## src/rtl/sprite_draw_unit.sv

```systemverilog
// Sprite blitter: scans one sprite frame out of a synchronous ROM and issues clipped,
// colour-keyed VGA plots, then pulses done. Define SPRITE_MIRROR_EN to honour mirror_i.
module sprite_draw_unit #(
    parameter int SPRITE_W    = 16,
    parameter int SPRITE_H    = 16,
    parameter int FRAMES      = 4,
    parameter int SCREEN_W    = 320,
    parameter int SCREEN_H    = 240,
    parameter int COLOUR_W    = 3,
    parameter int TRANSPARENT = 0,
    parameter int ADDR_W      = 10
) (
    input  logic                clock_i,
    input  logic                reset_i,      // asynchronous, active low
    input  logic                draw_i,
    input  logic [8:0]          pos_x_i,
    input  logic [7:0]          pos_y_i,
    input  logic [1:0]          frame_sel_i,
    input  logic                mirror_i,
    output logic [ADDR_W-1:0]   rom_addr_o,
    input  logic [COLOUR_W-1:0] rom_data_i,
    output logic [8:0]          vga_x_o,
    output logic [7:0]          vga_y_o,
    output logic [COLOUR_W-1:0] vga_colour_o,
    output logic                vga_plot_o,
    output logic                busy_o,
    output logic                done_o
);

    localparam int  FRAME_PIX = SPRITE_W * SPRITE_H;
    localparam int  PX_W      = $clog2(SPRITE_W);
    localparam int  PY_W      = $clog2(SPRITE_H);
    // An undersized ROM address would alias frames onto each other; such a build never starts.
    localparam bit  ADDR_W_OK = ADDR_W >= $clog2(FRAMES * FRAME_PIX);

    typedef enum logic [2:0] {IDLE, SCAN, FLUSH1, FLUSH2, DONE, RELEASE} state_e;

    state_e state_q, state_d;

    logic [8:0]          pos_x_q;
    logic [7:0]          pos_y_q;
    logic [1:0]          frame_q;
    logic [PX_W-1:0]     px_q, px1_q, px2_q, col;
    logic [PY_W-1:0]     py_q, py1_q, py2_q;
    logic                addr_vld_q, data_vld_q;
    logic [ADDR_W-1:0]   rom_addr_q, rom_addr_d;
    logic [8:0]          vga_x_q;
    logic [7:0]          vga_y_q;
    logic [COLOUR_W-1:0] colour_q;
    logic                plot_q, done_q;

    logic       busy, start, fire, abort, last_px, last_py, on_screen, opaque;
    logic [9:0] x_sum;
    logic [8:0] y_sum;

    assign busy    = (state_q == SCAN) || (state_q == FLUSH1) || (state_q == FLUSH2);
    assign start   = (state_q == IDLE) && draw_i && ADDR_W_OK;
    assign fire    = (state_q == SCAN) && draw_i;
    assign abort   = busy && !draw_i;
    assign last_px = px_q == PX_W'(SPRITE_W - 1);
    assign last_py = py_q == PY_W'(SPRITE_H - 1);

`ifdef SPRITE_MIRROR_EN
    logic mirror_q;
    assign col = mirror_q ? PX_W'(SPRITE_W - 1) - px_q : px_q;
`else
    logic unused_mirror;
    assign unused_mirror = mirror_i;
    assign col           = px_q;
`endif

    assign rom_addr_d = ADDR_W'(int'(frame_q) * FRAME_PIX + int'(py_q) * SPRITE_W + int'(col));

    // Screen position is computed one bit wider so off-screen pixels clip instead of wrapping.
    assign x_sum     = {1'b0, pos_x_q} + 10'(px2_q);
    assign y_sum     = {1'b0, pos_y_q} + 9'(py2_q);
    assign on_screen = (x_sum < 10'(SCREEN_W)) && (y_sum < 9'(SCREEN_H));
    assign opaque    = rom_data_i != COLOUR_W'(TRANSPARENT);

    always_ff @(posedge clock_i or negedge reset_i) begin
        if (!reset_i) state_q <= IDLE;
        else          state_q <= state_d;
    end

    // NOTE: every variable gets a default before the case so no path can infer a latch.
    always_comb begin
        state_d = state_q;
        unique case (state_q)
            IDLE:    if (start) state_d = SCAN;
            SCAN:    if (!draw_i) state_d = IDLE;
                     else if (last_px && last_py) state_d = FLUSH1;
            FLUSH1:  state_d = draw_i ? FLUSH2 : IDLE;
            FLUSH2:  state_d = draw_i ? DONE : IDLE;
            DONE:    state_d = RELEASE;
            RELEASE: if (!draw_i) state_d = IDLE;
            default: state_d = IDLE;
        endcase
    end

    // NOTE: non-blocking assignments keep every pipeline stage sampling last cycle's values.
    always_ff @(posedge clock_i or negedge reset_i) begin
        if (!reset_i) begin
            pos_x_q    <= '0;
            pos_y_q    <= '0;
            frame_q    <= '0;
            px_q       <= '0;
            py_q       <= '0;
            px1_q      <= '0;
            py1_q      <= '0;
            px2_q      <= '0;
            py2_q      <= '0;
            addr_vld_q <= 1'b0;
            data_vld_q <= 1'b0;
            rom_addr_q <= '0;
            vga_x_q    <= '0;
            vga_y_q    <= '0;
            colour_q   <= '0;
            plot_q     <= 1'b0;
            done_q     <= 1'b0;
`ifdef SPRITE_MIRROR_EN
            mirror_q   <= 1'b0;
`endif
        end else begin
            if (start) begin
                pos_x_q  <= pos_x_i;
                pos_y_q  <= pos_y_i;
                frame_q  <= frame_sel_i;
                px_q     <= '0;
                py_q     <= '0;
`ifdef SPRITE_MIRROR_EN
                mirror_q <= mirror_i;
`endif
            end
            if (fire) begin
                rom_addr_q <= rom_addr_d;
                px1_q      <= px_q;
                py1_q      <= py_q;
                px_q       <= last_px ? '0 : px_q + PX_W'(1);
                if (last_px) py_q <= py_q + PY_W'(1);
            end
            addr_vld_q <= fire;
            data_vld_q <= addr_vld_q && !abort;
            px2_q      <= px1_q;
            py2_q      <= py1_q;
            vga_x_q    <= x_sum[8:0];
            vga_y_q    <= y_sum[7:0];
            colour_q   <= rom_data_i;
            plot_q     <= data_vld_q && !abort && opaque && on_screen;
            // Registered from DONE so the pulse lands after the final plot, never alongside it.
            done_q     <= state_q == DONE;
        end
    end

    assign rom_addr_o   = rom_addr_q;
    assign vga_x_o      = vga_x_q;
    assign vga_y_o      = vga_y_q;
    assign vga_colour_o = colour_q;
    assign vga_plot_o   = plot_q;
    assign busy_o       = busy;
    assign done_o       = done_q;

endmodule

```

## config.mk

```make
export PLATFORM = sky130hd
export DESIGN_NAME = sprite_draw_unit
export DESIGN_NICKNAME = d
export VERILOG_FILES = /design/src/rtl/sprite_draw_unit.sv
export SDC_FILE = /design/constraint.sdc
export NUM_CORES = 1
export LEC_CHECK = 0
export ABC_CLOCK_PERIOD_IN_PS = 2430
export CAP_MARGIN = 15
export CELL_PAD_IN_SITES_DETAIL_PLACEMENT = 1
export CELL_PAD_IN_SITES_GLOBAL_PLACEMENT = 2
export CORE_MARGIN = 8
export CORE_UTILIZATION = 33
export DETAILED_ROUTE_END_ITERATION = 10
export GPL_ROUTABILITY_DRIVEN = 0
export PLACE_DENSITY = 0.85
export SLEW_MARGIN = 20
export SYNTH_ARGS = -nofsm -noshare
export SYNTH_HDL_FRONTEND = slang
export SYNTH_SLANG_ARGS = --single-unit
```

## constraint.sdc

```tcl
create_clock -name clock_i -period 2.43 [get_ports clock_i]
set_clock_uncertainty 0.1 [all_clocks]
set_input_delay 0.729 -clock clock_i [delete_from_list [all_inputs] [get_ports clock_i]]
set_output_delay 0.729 -clock clock_i [all_outputs]
set_load 0.03 [all_outputs]
```

==> run summary, run 1 <==
Status: complete, no violations
Worst VDD drop: 0.491 mV
CP max stage delay: 0.41 ns
Max cap viols: 0
Final slew viol count: 0
Crit path DAT: 2.45 ns
Setup TNS: 0 ns
Synth-to-layout area growth: 36.5%
CTS H-Tree Depth: 3
DRT Pass-1 Iters: 4
Final Hold Fails: 0
Antenna violations before repair: 0
FP Rows: 35
Setup crit start kind: flop
Number of global-route vias before repair: 2,462
RSZ-0062 raised after global routing: false
Syn Inst Count: 255
Largest net degree at the start of global routing: 38
Lkg Pwr: 1.85 nW
IO Port Bufs: 57
Async set-reset flop share out of synthesis: 100%
Antenna viol nets, final: 0
Reg power frac: 41.1%
CTS sink count: 72
Worst Path Required: 2.56 ns
Hold WC Path Type: in2async
Final nets: 372
CP Capture Type: flop
DRC violations left: 0
Via density: 4.78
Die Span Y: 112 um
NetSw: 1.13 mW
Slew HR: 61.4%
Initial Util: 33.2%
Yosys warnings: 0
Clk pwr share: 33.1%
Clk pin slew, worst setup/hold paths: 0.08 ns
Root buf cell: clkbuf_8
Sequential area share after synthesis: 59.9%
1st-iter DRT viols: 39
Fmax achieved: 0.431 GHz
Combinational fraction of design power: 25.8%
Crit share post-route: 95.4%
Worst-path fanout max: 4
Pint: 2.64 mW
Synth unique cells: 41
Sw frac: 29.9%
WL/cell: 15.2 um
Crit path kind: reg2reg
Fin util: 45.3%
Placed Instance Area: 3820 sq um
Slowest CP cell: fa_1
Drt total wl: 6840 um
Post-synthesis net count: 293
First-pass GRT wire length: 11,800 um
GRT Total Usage: 11.7%
Tmin final: 2.32 ns
Pwr/cell area: 917 nW/um^2
Die area: 12,400 sq um
Synthesis-stage register bit count: 72
Hpwl dp: 5120 um
CTS tree: done
N_diodes: 0
Io pins: 59
Worst Tran Pin Value: 0.571 ns
Ordered cell list for the critical path: ha_1 -> inv_1 -> fa_1 -> nor2b_1 -> o21ai_1 -> or3_4 -> a2111oi_4
Clk buf depth: 2
Width of the die: 112 um
Share of layout cells above drive strength 1: 17.1%
TritonCTS Buffers: 9
Mapped Area: 3010 sq um
Final setup viols: 0
Synthesized area per cell: 11.8 sq um
Via count: 2,149
Post-synth EDFFs: 0
Cell area after layout: 4110 sq um
Remaining global-route overflow: 0
Main synth FF type: dfrtp_1
Worst skew pair latency: 0.34 ns
Core ar.: 9060 sq um
placed cells by master, fill, tap and decap left out, types with 4 or more instances in the layout:
master and instances:
nand3_1 6, dfrtp_1 72, xnor2_1 10, xor2_1 4, ha_1 10, clkbuf_8 9, nor2_1 17, bufinv_16 4
a21o_1 4, nand2_1 42, nand2b_1 4, inv_1 12, o21ai_0 13, a21oi_1 5, clkdlybuf4s50_1 55, buf_4 18
mux2_2 16
critical path, delay by kind of cell, from the launching register on:
| family | cells | cell delay (ns) |
|---|---|---|
| fa+ha+maj | 2 | 0.62 |
| compound gates | 2 | 0.50 |
| simple gates | 2 | 0.55 |
| flops | 1 | 0.35 |
| buf+inv | 1 | 0.07 |
power groups by stage:
stage	registers [mW]	logic, mW	clock network [mW]
global placement	1.57	0.959	0
finish	1.55	0.971	1.25
CTS	1.55	0.987	1.29
floorplan	1.77	0.345	0
detailed placement	1.58	0.982	0
global route	1.59	1.05	1.33
through the flow:
step / setup slack, ns / power (mW) / hold slack, ns / std cells
2_1_floorplan: 0.365 / 2.12 / 0.333 / 255
3_3_place_gp: 0.0598 / 2.53 / 0.292 / 433
3_5_place_dp: -0.00627 / 2.56 / 0.295 / 433
4_1_cts: 0.0606 / 3.83 / 0.250 / 450
5_1_grt: 0.0184 / 3.97 / 0.269 / 450
6_report: 0.112 / 3.77 / 0.231 / 450
flip-flops by register name (all words and copies together), names as in the netlist, 2 cells and up:
signal and cells:
py_q 4, vga_x_o 9, py1_q 3, vga_y_o 8
py2_q 4, col 4, pos_y_q 8, rom_addr_o 4
frame_q 2, state_q 3, pos_x_q 9, vga_colour_o 3
px2_q 4, px1_q 3
timing repair:
action,CTS,global route
gates resized for setup,2,2
hold buffers,0,0
setup buffers,1,0
pin swaps,1,1
hold endpoints to repair,0,0
endpoints found under the setup margin,2,1
cell usage after synthesis (2+ instances only):
library cell | instances | area (sq um)
and2_1 | 2 | 12.5
clkbuf_1 | 2 | 7.51
o22ai_1 | 2 | 12.5
buf_2 | 2 | 10.0
o21ai_0 | 14 | 70.1
buf_4 | 2 | 15.0
nand3_1 | 6 | 30.0
inv_1 | 12 | 45.0
a22o_1 | 2 | 17.5
mux2_2 | 16 | 180
or3_1 | 2 | 12.5
xnor2_1 | 10 | 87.6
mux2i_1 | 2 | 20.0
nand2b_1 | 4 | 25.0
fa_1 | 2 | 40.0
xor2_1 | 4 | 35.0
nand4_1 | 2 | 12.5
nor2_1 | 17 | 63.8
a21oi_1 | 5 | 25.0
nor2b_1 | 2 | 12.5
a21o_1 | 4 | 30.0
dfrtp_1 | 72 | 1800
ha_1 | 10 | 125
nand2_1 | 42 | 158
final cells by class:
class                           count  area [sq um]
Timing Repair Buffer               75           714
Clock inverter                      7           143
Sequential cell                    72          1800
Fill cell                         971          4950
Inverter                           12          45.0
Clock buffer                        9           124
Multi-Input combinational cell    164          1140
Tap cell                          111           139
per-layer routing:
metal  track usage [%]  wire length [um]  up-vias
li1                  -                 -     1016
met1              13.7              3010     1089
met2              19.5              3440       37
met3              3.52               333        7
met4              5.20                61        0
met5                 0                 0        -
worst paths after layout:
| kind | slack, ns | end | from | cells past startpoint |
|---|---|---|---|---|
| min in group clock_i | 0.31 | py2_q[3]$_DFF_PN0_ | rom_addr_o[7]$_DFFE_PN0P_ | 0 |
| min reg2reg | 0.31 | py2_q[3]$_DFF_PN0_ | rom_addr_o[7]$_DFFE_PN0P_ | 0 |
| max reg2reg | 0.11 | vga_plot_o$_DFF_PN0_ | pos_x_q[0]$_DFFE_PN0P_ | 7 |
| max in group asynchronous | 1.43 | col[0]$_DFFE_PN0P_ | reset_i | 2 |
| min | 0.23 | done_o$_DFF_PN0_ | reset_i | 1 |
| max | 0.11 | vga_plot_o$_DFF_PN0_ | pos_x_q[0]$_DFFE_PN0P_ | 7 |
kinds of logic after synthesis:
family                     after synthesis  share of synthesized area (%)
DFF                                     72                           59.9
adders and majority gates               12                           5.49
and+or+nand+nor                         83                           13.0
AOI/OAI and AO/OA                       37                           8.23
muxes                                   18                           6.65
xor gates and xnor gates                14                           4.07
buffers and inverters                   19                           2.74
No activity file was read; power rests on OpenSTA's default activity.
==> inputs of run 2 (changes only) <==
--- a/config.mk
+++ b/config.mk
@@ -5,15 +5,17 @@
 export SDC_FILE = /design/constraint.sdc
 export NUM_CORES = 1
 export LEC_CHECK = 0
+export ABC_AREA = 1
 export ABC_CLOCK_PERIOD_IN_PS = 2430
 export CAP_MARGIN = 15
 export CELL_PAD_IN_SITES_DETAIL_PLACEMENT = 1
 export CELL_PAD_IN_SITES_GLOBAL_PLACEMENT = 2
 export CORE_MARGIN = 8
-export CORE_UTILIZATION = 33
+export CORE_UTILIZATION = 32
+export CTS_CLUSTER_DIAMETER = 150
 export DETAILED_ROUTE_END_ITERATION = 10
 export GPL_ROUTABILITY_DRIVEN = 0
-export PLACE_DENSITY = 0.85
+export PLACE_DENSITY = 0.86
 export SLEW_MARGIN = 20
 export SYNTH_ARGS = -nofsm -noshare
 export SYNTH_HDL_FRONTEND = slang
==> run summary, run 2 <==
CTS tree: done
Crit path launch: rom_addr_o[3]$_DFFE_PN0P_
Place WS: 0.129 ns
Antenna viol nets, final: 0
GR Layer Usage met1: 14.1%
WL/cell: 13.9 um
Hpwl dp: 5500 um
Final Hold Fails: 0
Largest net degree at the start of global routing: 73
Worst r2r path cells: 12
Worst skew pair latency: 0.35 ns
Io pins: 59
Ordered cell list for the critical path: clkdlybuf4s50_1
Post-synth top cells: nand2_1, dfrtp_1, inv_1
Root buf cell: clkbuf_8
Main synth FF type: dfrtp_1
Synth unique cells: 39
Final setup viols: 0
First-pass GRT wire length: 12,700 um
Fin util: 42.2%
DRC violations left: 0
Width of the die: 115 um
Share of layout cells above drive strength 1: 9.00%
N_diodes: 0
Most frequent cells in the layout: nand2_1, dfrtp_1, clkdlybuf4s50_1, inv_1, nor2_1
CP max stage delay: 0.71 ns
Post-synthesis net count: 369
Final worst setup slack: 0.140 ns
Yosys warnings: 0
IO Port Bufs: 57
Global route hottest layer: met2
Max cap viols: 0
Critical R2R Capture: vga_plot_o$_DFF_PN0_
GR Layer Usage met2: 21.4%
Core ar.: 9640 sq um
Worst VDD drop: 0.369 mV
Tmin final: 2.29 ns
Initial Util: 32.6%
Worst Path Required: 1.60 ns
Worst reg2reg setup slack: 0.47 ns
Syn Inst Count: 331
Final nets: 434
Hold buffer count at CTS: 0
Via density: 4.47
Antenna violations before repair: 0
Worst-path fanout max: 3
Worst Path Buf+Inv: 1
1st-iter DRT viols: 59
Sequential area share after synthesis: 57.3%
Crit share post-route: 94.2%
Synthesized area per cell: 9.49 sq um
Crit path DAT: 1.46 ns
Async set-reset flop share out of synthesis: 100%
Dpl cells: 518
Slew HR: 74.2%
Via count: 2,385
Most common cell after layout, fill and taps aside: nand2_1
Dominant cell by count in the synthesized netlist: nand2_1
Status: complete, no violations
Die area: 13,200 sq um
Setup crit start kind: flop
TritonCTS Buffers: 9
CTS H-Tree Depth: 3
Synth top area cells: dfrtp_1, nand2_1, inv_1
Top cell type's share of synthesized area: 57.3%
Total power draw: 4.94 mW
Clk pin slew, worst setup/hold paths: 0.07 ns
Synthesis-stage register bit count: 72
Routing usage on met3: 2.47%
Fmax achieved: 0.437 GHz
Clk buf depth: 2
Number of global-route vias before repair: 2,616
Post-synth EDFFs: 0
DRT Pass-1 Iters: 4
Synth-to-layout area growth: 29.4%
Worst R2R Start: pos_x_q[0]$_DFFE_PN0P_
GRT Total Usage: 12.4%
Final slew viol count: 0
CTS sink count: 72
Hold WC Path Type: in2async
Remaining global-route overflow: 0
Setup Buffers After CTS: 0
Die Span Y: 115 um
Delay-heaviest family, CP: buffers and inverters
Largest area contributor in the netlist: dfrtp_1
Mapped Area: 3140 sq um
FP Rows: 36
Final cell count without fillers: 533
Lkg Pwr: 1.98 nW
Drt total wl: 7390 um
Pwr/cell area: 1210 nW/um^2
Setup TNS: 0 ns
Crit path kind: reg2out
Worst Tran Pin Value: 0.383 ns
CP Capture Type: primary output
RSZ-0062 raised after global routing: false
Slowest CP cell: clkdlybuf4s50_1
## run 2: cell types whose count changed in the layout (fill, tap and decap cells not counted), sizes merged, moves of 3 or more
| cell | before | now |
|---|---|---|
| nand4 | 2 | 5 |
| nand3 | 6 | 15 |
| nand2b | 4 | 0 |
| o21ai | 15 | 23 |
| xnor2 | 10 | 4 |
| buf | 19 | 5 |
| nand2 | 42 | 106 |
| nor2 | 18 | 21 |
| clkbuf | 9 | 13 |
| bufinv | 4 | 1 |
| mux2 | 16 | 0 |
| inv | 13 | 42 |
| a21o | 4 | 0 |
## run 2: power breakdown
group,switching (mW),total (mW),internal [mW]
Clock,0.437,0.990,0.554
Sequential,0.256,1.89,1.63
Combinational,1.28,2.06,0.776
## run 2: worst max-delay path by stage
stage | depth (start not counted) | end | slack (ns)
final | 1 | rom_addr_o[3] | 0.14
after detailed placement | 8 | py_q[1]$_DFF_PN0_ | 0.13
after global placement | 5 | pos_y_q[7]$_DFFE_PN0P_ | 0.19
after floorplan | 10 | vga_plot_o$_DFF_PN0_ | 0.70
after CTS | 1 | rom_addr_o[5] | 0.12
after global routing | 3 | busy_o | 0.07
## run 2: per-stage QoR
stage / cell area, sq um / hold slack (ns)
after floorplan: 3140 / 0.313
after global placement: 3860 / 0.304
after detailed placement: 3860 / 0.298
after CTS: 4070 / 0.310
after global routing: 4070 / 0.327
final: 4070 / 0.281
## run 2: kinds of logic (layout without fill, tap and decap cells)
logic type | after synthesis | in the layout | synth area share (%)
adders and majority gates | 12 | 12 | 5.26
and+or+nand+nor | 153 | 153 | 20.9
AOI/OAI and AO/OA | 35 | 35 | 6.61
buffers and inverters | 50 | 119 | 7.09
xor gates and xnor gates | 8 | 8 | 2.47
DFF | 72 | 72 | 57.3
muxes | 1 | 1 | 0.319
## run 2: area by class of cell
class                   count  area [sq um]
clock buffers              13           169
fillers                  1153          5570
multi-input cells         209          1120
flip-flops and latches     72          1800
well taps                 133           166
clock inverters             2          37.5
inverters                  43           166
repair buffers             61           607
## run 2: metal layers
metal	routed length [um]	vias to the layer above	share of wire (%)
met3	209	9	2.8
met1	3170	1177	43
met5	0	-	0
met2	3870	34	52
met4	132	0	1.8
li1	-	1165	-
## run 2: what timing repair did
item	in CTS	in global routing
endpoints found under the hold margin	0	0
endpoints found under the setup margin	1	0
gates resized for setup	1	0
==> inputs of run 3 (changes only) <==
--- a/config.mk
+++ b/config.mk
@@ -14,7 +14,6 @@
 export CORE_UTILIZATION = 32
 export CTS_CLUSTER_DIAMETER = 150
 export DETAILED_ROUTE_END_ITERATION = 10
-export GPL_ROUTABILITY_DRIVEN = 0
 export PLACE_DENSITY = 0.86
 export SLEW_MARGIN = 20
 export SYNTH_ARGS = -nofsm -noshare
==> results of run 3 <==
Final layout, timing and power as in run 2 (identical DEF).
